--- src/rtl/tff_arb_pkg.sv ---
// Shared types and helpers for the toggle-bank arbiter: FSM state encoding,
// index sizing and the round-robin winner search.
package tff_arb_pkg;

  // Indices are sized for the largest supported requester count.
  // Unused upper entries are tied off in the top level.
  localparam int unsigned MAX_REQ = 8;
  localparam int unsigned IDX_W   = $clog2(MAX_REQ);

  typedef enum logic [1:0] {
    ST_IDLE  = 2'd0,
    ST_APPLY = 2'd1,
    ST_ACK   = 2'd2
  } arb_state_e;

  // First set bit of req at or after ptr, wrapping modulo n.
  function automatic logic [IDX_W-1:0] rr_pick(
    input logic [MAX_REQ-1:0] req,
    input logic [IDX_W-1:0]   ptr,
    input int unsigned        n
  );
    int unsigned cand;
    logic        found;
    rr_pick = ptr;
    found   = 1'b0;
    for (int unsigned k = 0; k < MAX_REQ; k++) begin
      cand = 32'(ptr) + k;
      if (cand >= n) cand = cand - n;
      if (!found && (k < n) && req[cand[IDX_W-1:0]]) begin
        rr_pick = cand[IDX_W-1:0];
        found   = 1'b1;
      end
    end
  endfunction

endpackage

--- src/rtl/tff_cell.sv ---
// Single toggle flip-flop with synchronous active-high reset (Q=0, QN=1).
module tff_cell (
  input  logic CLK,
  input  logic RST,
  input  logic t_i,
  output logic q_o,
  output logic qn_o
);

  logic q_q;

  always_ff @(posedge CLK) begin
    if (RST)      q_q <= 1'b0;
    else if (t_i) q_q <= ~q_q;
  end

  assign q_o  = q_q;
  assign qn_o = ~q_q;

endmodule

--- src/rtl/tff_toggle_arbiter.sv ---
// Round-robin arbiter granting one requester at a time the right to toggle
// the shared flag bank with its mask for a single cycle, via four-phase REQ/ACK.
module tff_toggle_arbiter
  import tff_arb_pkg::*;
#(
  parameter int N_REQ = 4,
  parameter int WIDTH = 8
) (
  input  logic                   CLK,
  input  logic                   RST,
  input  logic [N_REQ-1:0]       REQ,
  input  logic [N_REQ*WIDTH-1:0] MASK,
  output logic [N_REQ-1:0]       GNT,
  output logic [N_REQ-1:0]       ACK,
  output logic [WIDTH-1:0]       Q,
  output logic [WIDTH-1:0]       QN,
  output logic                   BUSY
);

  arb_state_e         state_q, state_d;
  logic [IDX_W-1:0]   idx_q, idx_d;
  logic [IDX_W-1:0]   ptr_q, ptr_d;
  logic [WIDTH-1:0]   mask_q, mask_d;

  logic [MAX_REQ-1:0] req_pad;
  logic [IDX_W-1:0]   winner;
  logic [WIDTH-1:0]   mask_arr [MAX_REQ];
  logic [MAX_REQ-1:0] onehot;
  logic [WIDTH-1:0]   t_vec;

  assign req_pad = MAX_REQ'(REQ);
  assign winner  = rr_pick(req_pad, ptr_q, N_REQ);

  // Unpack MASK so the winner index selects a slice directly.
  genvar gi;
  generate
    for (gi = 0; gi < MAX_REQ; gi++) begin : g_mask
      if (gi < N_REQ) begin : g_used
        assign mask_arr[gi] = MASK[gi*WIDTH +: WIDTH];
      end else begin : g_unused
        assign mask_arr[gi] = '0;
      end
    end
  endgenerate

  always_ff @(posedge CLK) begin
    if (RST) begin
      state_q <= ST_IDLE;
      idx_q   <= '0;
      ptr_q   <= '0;
      mask_q  <= '0;
    end else begin
      state_q <= state_d;
      idx_q   <= idx_d;
      ptr_q   <= ptr_d;
      mask_q  <= mask_d;
    end
  end

  always_comb begin
    state_d = state_q;
    idx_d   = idx_q;
    ptr_d   = ptr_q;
    mask_d  = mask_q;
    case (state_q)
      ST_IDLE: begin
        if (|REQ) begin
          idx_d   = winner;
          mask_d  = mask_arr[winner];
          state_d = ST_APPLY;
        end
      end
      ST_APPLY: state_d = ST_ACK;
      ST_ACK: begin
        if (!req_pad[idx_q]) begin
          state_d = ST_IDLE;
          ptr_d   = (32'(idx_q) == N_REQ - 1) ? '0 : idx_q + IDX_W'(1);
        end
      end
      default: state_d = ST_IDLE;
    endcase
  end

  // Outputs decode only registered state, so REQ/MASK never reach them combinationally.
  always_comb begin
    onehot = MAX_REQ'(1) << idx_q;
    GNT    = '0;
    ACK    = '0;
    BUSY   = (state_q != ST_IDLE);
    t_vec  = (state_q == ST_APPLY) ? mask_q : '0;
    if (state_q != ST_IDLE) GNT = onehot[N_REQ-1:0];
    if (state_q == ST_ACK)  ACK = onehot[N_REQ-1:0];
  end

  generate
    for (gi = 0; gi < WIDTH; gi++) begin : g_bank
      tff_cell u_cell (
        .CLK  (CLK),
        .RST  (RST),
        .t_i  (t_vec[gi]),
        .q_o  (Q[gi]),
        .qn_o (QN[gi])
      );
    end
  endgenerate

endmodule
--- config.mk ---
export PLATFORM = sky130hd
export DESIGN_NAME = tff_toggle_arbiter
export DESIGN_NICKNAME = d
export VERILOG_FILES = /design/src/rtl/tff_arb_pkg.sv /design/src/rtl/tff_cell.sv /design/src/rtl/tff_toggle_arbiter.sv
export SDC_FILE = /design/constraint.sdc
export NUM_CORES = 1
export LEC_CHECK = 0
export BUFFER_PORTS_ARGS = -buffer_cell sky130_fd_sc_hd__buf_2
export CORE_MARGIN = 3
export CORE_UTILIZATION = 50
export DETAILED_ROUTE_END_ITERATION = 12
export PLACE_DENSITY = 0.87
export SKIP_CTS_REPAIR_TIMING = 1
export SLEW_MARGIN = 20
export SYNTH_ARGS = -nofsm -noshare
export SYNTH_HDL_FRONTEND = slang
export SYNTH_SLANG_ARGS = --single-unit
--- constraint.sdc ---
create_clock -name CLK -period 3.5 [get_ports CLK]
set_input_delay 0.35 -clock CLK [delete_from_list [all_inputs] [get_ports CLK]]
set_output_delay 0.35 -clock CLK [all_outputs]
set_load 0.005 [all_outputs]
==> impl_metrics.py, run 1 <==
metrics = {
    "place": {
        "dp.cells": 300,
        "port_buffers": 62,
        "gp_congestion": 0.9573,
        "placed_cell_area_um2": 2054,
        "hpwl_um": 3180,
    },
    "cts": {
        "cts-root-buf": "clkbuf_8",
        "cts_tree": "done",
        "clock-sinks": 24,
        "clk-insertion-delay-late_ns": 0.27,
        "clk_path_buf_depth": 2,
        "ctsHtreeMaxLevel": 1,
        "clkSlewWorstSetupHoldPaths_ns": 0.09,
        "cts_inserted_buffers": 3,
    },
    "critical_path": {
        "cpPeakStageDelay_ns": 0.71,
        "cp_slowest_cell": "dfxtp_1",
        "startpoint": "ptr_q[0]",
        "arrival_ns": 3.09,
        "crit_type": "flop to flop",
        "critPathCaptureType": "flop",
        "cp.required_ns": 3.69,
        "worstReg2RegStart": "ptr_q[0]",
        "crit_chain": "inv_1 -> ha_1 -> mux2_1 -> nand2_1 -> a211oi_1 -> o21a_2 -> nand4bb_4 -> o221ai_2",
        "critPathMaxFanout": 18,
        "cp-start-kind": "flop",
    },
    "global_route": {
        "grt_util_all_layers": 0.1936,
        "grt_first_pass_wirelength_um": 6762,
        "grt_pass1_vias": 1553,
        "antenna_found_initial": 0,
        "gr-total-overflow": 0,
        "grt_max_degree": 19,
    },
    "yosys": {
        "synth_cell_types": 45,
        "ys_warn_count": 0,
        "synth-main-ff-cell": "dfxtp_1",
        "syn_inst": 218,
        "synth_top_cell_by_area": "dfxtp_1",
        "synth_top_area_frac": 0.2562,
        "ys_seq_area_frac": 0.2562,
        "synth-edff-count": 0,
        "synth_area_um2": 1876,
        "syn_nets": 262,
        "yosysMostFrequentCell": "nor2_1",
        "ys_ff_latch": 24,
        "syn_avg_cell_area_um2": 8.603,
        "async_reset_ff_frac": 0,
        "yosys-top-cells-area": "dfxtp_1 26%, mux2i_1 9.6%, buf_4 6.8%",
        "synthTopCellsByCount": "29 x nor2_1, 24 x dfxtp_1, 21 x nand2_1",
    },
    "floorplanning": {
        "io_pins": 63,
        "die_y_um": 67.25,
        "start_util": 0.5408,
        "fp.coreArea_um2": 3468,
        "fp.dieW_um": 67.25,
        "dieArea_um2": 4522,
        "rows": 21,
    },
    "final_layout": {
        "nFillCells": 316,
        "final_cells": 304,
        "nNetsFinal": 303,
        "final_area_um2": 2126,
        "multi_input_area_um2": 1142,
        "antenna-diode-count": 0,
        "area_growth_syn_to_layout_pct": 13.34,
        "layout-drive-gt1-share": 0.3333,
        "seqCellArea_um2": 480.5,
    },
    "sta": {
        "fmax_ghz": 0.3455,
        "fin_tns_setup_ns": 0,
        "period_needed_ns": 2.894,
        "worst_pin_slew_ns": 0.6677,
        "whs_ns": 0.3707,
        "fin_worst_skew_ns": 0.004071,
        "final_max_slew_viol_count": 0,
        "hold_viol": 0,
        "slew_headroom": 0.5540,
        "post-route-period-util": 0.8269,
        "rsz0062_at_grt": "false",
        "setup_violations": 0,
    },
    "detailed_routing": {
        "initialDrtViolationCount": 87,
        "drtPass1Iterations": 6,
        "avgViaCountPerCell": 5.411,
        "wl_um": 4170,
        "wl_per_cell_um": 13.72,
        "dr_total_vias": 1645,
        "antenna_left": 0,
        "drc": 0,
    },
    "power": {
        "ir_worst_vdd_v": 0.0002901,
        "p_leak_nw": 0.9494,
        "p_per_area_nw_per_um2": 407.7,
    },
    "job": {
        "max_cap_viol_count": 0,
    },
    "min_path": {
        "holdCritStartpoint": "MASK[21]",
        "worstHoldPathType": "input port to flop",
    },
    "status": {
        "outcome": "finished, final reports clean",
    },
}
## cell usage in the layout, fill, tap and decap left out, types with 2 or more instances in the layout
master and n:
o21ai_1 3, nand2_1 21, xnor2_1 8, buf_2 62
nand3_1 2, nand2b_1 8, inv_1 14, a211oi_1 3
nor2b_1 8, mux2i_1 18, o221ai_2 8, clkbuf_8 3
a2111oi_0 2, o21a_1 2, nor3_1 2, ha_1 6
o21ai_0 2, dfxtp_1 24, mux4_2 3, a21oi_1 6
nor2_1 29
## cell type report
type	instances	share of cell area
Clock inverter	1	0.01413
Inverter	15	0.02649
Multi-Input combinational cell	152	0.5374
Tap cell	46	0.02707
Clock buffer	3	0.01942
Sequential cell	24	0.2260
Timing Repair Buffer	63	0.1495
## worst max-delay path: cells and delay by family (launching register included)
| family | cells | cell delay, ns |
|---|---|---|
| adder cells (fa/ha/maj) | 1 | 0.47 |
| AND/OR/NAND/NOR | 2 | 0.44 |
| AO/OA/AOI/OAI | 3 | 0.66 |
| buffers and inverters | 1 | 0.19 |
| flip-flops | 1 | 0.71 |
| multiplexers | 1 | 0.34 |
## stage by stage
step,total power (W),worst slack (ns),utilization
finish,0.0008666,0.6057,0.6129
global route,0.0009159,0.4030,0.6129
CTS,0.0008697,0.6133,0.6129
detailed placement,0.0006288,0.6538,0.5924
global placement,0.0006174,0.7604,0.5924
floorplan,0.0005757,0.9522,-
## power breakdown
group	internal [W]	switching [W]
combinational	0.000136	0.000153
sequential	0.000307	0.0000268
clock	0.000153	0.0000898
## metal layers
| layer | track usage | part of all wire | up-vias |
|---|---|---|---|
| li1 | - | - | 815 |
| met1 | 0.2231 | 0.43 | 757 |
| met2 | 0.3497 | 0.49 | 64 |
| met3 | 0.04326 | 0.062 | 9 |
| met4 | 0.06582 | 0.016 | 0 |
| met5 | 0 | 0 | - |
## cell families (layout without fill, tap and decap cells)
logic type / after synthesis / after routing / share of synthesized area
simple gates: 80 / 80 / 0.2148
buf+inv: 42 / 82 / 0.1347
compound gates: 36 / 36 / 0.1788
flops: 24 / 24 / 0.2562
mux: 22 / 22 / 0.1381
xor+xnor: 8 / 8 / 0.03736
fa+ha+maj: 6 / 6 / 0.04003
## final timing paths
path                    end  slack (ns)  cells after the start
setup / recovery  mask_q[3]        0.61                      8
hold / removal    mask_q[5]        0.37                      3
setup reg to reg  mask_q[3]        0.61                      8
hold reg to reg   mask_q[4]        0.48                      2
## state kept, by name, summed over array words and instances (netlist names)
register / cells
g_bank.u_cell.q_o: 8
state_q: 2
mask_q: 8
idx_q: 3
ptr_q: 3
Power figures use the tool's default switching activity.
==> run 2: changes to the inputs <==
Settings changed: ABC_AREA from default to 1.
Clock period 3.5 ns to 3 ns, I/O delays scaled along.
==> impl_metrics.py, run 2 <==
metrics = {
    "status": {
        "outcome": "finished, final reports clean",
    },
    "yosys": {
        "syn_avg_cell_area_um2": 6.531,
        "ys_seq_area_frac": 0.2485,
        "syn_inst": 296,
        "synth_cell_types": 31,
        "synthAdderAreaFrac": 0.03883,
        "synth-main-ff-cell": "dfxtp_1",
        "yosys-top-cells-area": "dfxtp_1 25%, nand2_1 15%, nand3_1 8.0%",
        "ys_ff_latch": 24,
        "synthTopCellsByCount": "78 x nand2_1, 38 x inv_1, 31 x nand3_1",
        "syn_nets": 340,
        "synth_top_area_frac": 0.2485,
        "yosysMostFrequentCell": "nand2_1",
        "ys_warn_count": 0,
        "synth_top_family_by_area": "simple AND/OR/NAND/NOR gates",
        "synth-compound-area-share": 0.1269,
        "synth_xor_xnor_area_share": 0,
        "synth-edff-count": 0,
        "synth_area_um2": 1933,
        "muxShareOfSynthArea": 0,
        "async_reset_ff_frac": 0,
        "synth_top_cell_by_area": "dfxtp_1",
        "synthSimpleGateAreaFrac": 0.4071,
    },
    "detailed_routing": {
        "avgViaCountPerCell": 4.977,
        "initialDrtViolationCount": 101,
        "drtPass1Iterations": 4,
        "wl_um": 4366,
        "dr_total_vias": 1916,
        "wl_per_cell_um": 11.34,
        "antenna_left": 0,
        "drc": 0,
    },
    "cts": {
        "ctsHtreeMaxLevel": 1,
        "cts-root-buf": "clkbuf_8",
        "clkSlewWorstSetupHoldPaths_ns": 0.08,
        "cts_tree": "done",
        "cts_inserted_buffers": 3,
        "clock-sinks": 24,
        "clk-insertion-delay-late_ns": 0.27,
        "clk_path_buf_depth": 2,
    },
    "critical_path": {
        "critPathCaptureType": "flop",
        "r2r_setup_slack_ns": 0.45,
        "worstReg2RegStart": "ptr_q[0]",
        "cp-start-kind": "flop",
        "crit_type": "flop to flop",
        "cp.required_ns": 3.21,
        "reg2reg_depth": 15,
        "arrival_ns": 2.76,
        "critPathMaxFanout": 17,
        "timing.rr.end": "mask_q[3]",
    },
    "floorplanning": {
        "fp.coreArea_um2": 3521,
        "start_util": 0.5490,
        "die_y_um": 68.18,
        "dieArea_um2": 4649,
        "io_pins": 63,
        "rows": 21,
        "fp.dieW_um": 68.18,
    },
    "global_route": {
        "grt_util_all_layers": 0.1932,
        "grt_pass1_vias": 1675,
        "grt_max_degree": 18,
        "grt_first_pass_wirelength_um": 6996,
        "antenna_found_initial": 0,
        "gr-total-overflow": 0,
    },
    "sta": {
        "post-route-period-util": 0.8490,
        "fin_worst_skew_ns": 0.004128,
        "rsz0062_at_grt": "false",
        "setup_violations": 0,
        "hold_viol": 0,
        "slew_headroom": 0.6409,
        "period_needed_ns": 2.547,
        "fin_tns_setup_ns": 0,
        "fmax_ghz": 0.3926,
        "final_max_slew_viol_count": 0,
        "worst_pin_slew_ns": 0.5366,
    },
    "place": {
        "hpwl_um": 3412,
        "port_buffers": 62,
        "gp_congestion": 0.8783,
        "placed_cell_area_um2": 2122,
        "dp.cells": 381,
    },
    "final_layout": {
        "final_cell_mix": "78 x nand2_1, 62 x buf_2, 38 x inv_1",
        "antenna-diode-count": 0,
        "final_common_cell": "nand2_1",
        "final_cells": 385,
        "final_area_um2": 2193,
        "nNetsFinal": 384,
        "area_growth_syn_to_layout_pct": 13.46,
        "layout-drive-gt1-share": 0.3097,
    },
    "job": {
        "max_cap_viol_count": 0,
    },
    "power": {
        "p_leak_nw": 1.138,
        "p_total_w": 0.001228,
        "p_per_area_nw_per_um2": 559.9,
        "ir_worst_vdd_v": 0.0003168,
    },
    "min_path": {
        "hold_depth": 2,
        "worstHoldPathType": "input port to flop",
        "hold-path-endpoint": "mask_q[3]",
        "holdCritStartpoint": "RST",
    },
}
==> run 2: cells by family (layout without fill, tap and decap cells) <==
family | Yosys count | after routing
simple gates | 161 | 161
buf+inv | 66 | 109
compound gates | 39 | 39
flops | 24 | 24
fa+ha+maj | 6 | 6
==> run 2: area by class of cell <==
| type | instances | area (um^2) |
|---|---|---|
| tap | 46 | 57.56 |
| timing repair buffer | 62 | 310.3 |
| sequential | 24 | 480.5 |
| clock buffer | 3 | 41.29 |
| multi-input combinational | 206 | 1107 |
| fill | 337 | 1328 |
| inverter | 43 | 166.4 |
| clock inverter | 1 | 30.03 |
==> run 2: worst max-delay path: stages (launching register included) <==
cell,delay [ns]
dfxtp_1,0.61
inv_6,0.10
ha_1,0.36
inv_1,0.14
nand3_2,0.09
nand3_1,0.16
nand3_4,0.10
nor2_4,0.13
nand2_4,0.16
nand2_8,0.20
nand2_1,0.07
nand2_1,0.06
nand2_1,0.04
nand2_1,0.06
nand2_1,0.08
a21oi_2,0.12
==> run 2: power by group <==
group	switching (W)	internal (W)
logic	0.000346	0.000194
clock network	0.000103	0.000178
registers	0.0000390	0.000368
total	0.000488	0.000740
==> run 2: worst max path at each step <==
stage / slack (ns) / startpoint / cells past startpoint / endpoint
finish: 0.45 / ptr_q[0] / 15 / mask_q[3]
global route: 0.22 / ptr_q[0] / 15 / mask_q[3]
CTS: 0.44 / ptr_q[0] / 15 / mask_q[6]
detailed placement: 0.48 / ptr_q[0] / 15 / mask_q[6]
global placement: 0.58 / ptr_q[0] / 15 / mask_q[3]
floorplan: 0.87 / ptr_q[0] / 16 / mask_q[4]
==> run 2: metrics by stage <==
stage / utilization / setup slack (ns) / hold slack, ns
after global placement: 0.6027 / 0.5759 / 0.4664
after CTS: 0.6230 / 0.4448 / 0.3906
final: 0.6230 / 0.4529 / 0.4005
after detailed placement: 0.6027 / 0.4754 / 0.4694
after floorplan: - / 0.8731 / 0.3785
after global routing: 0.6230 / 0.2217 / 0.4037
==> run 2: per-layer routing <==
metal	GRT usage	part of all wire	vias up
met5	0	0	-
met1	0.2438	0.45	839
met3	0.04598	0.060	9
met2	0.3273	0.48	62
li1	-	-	1006
met4	0.05211	0.015	0
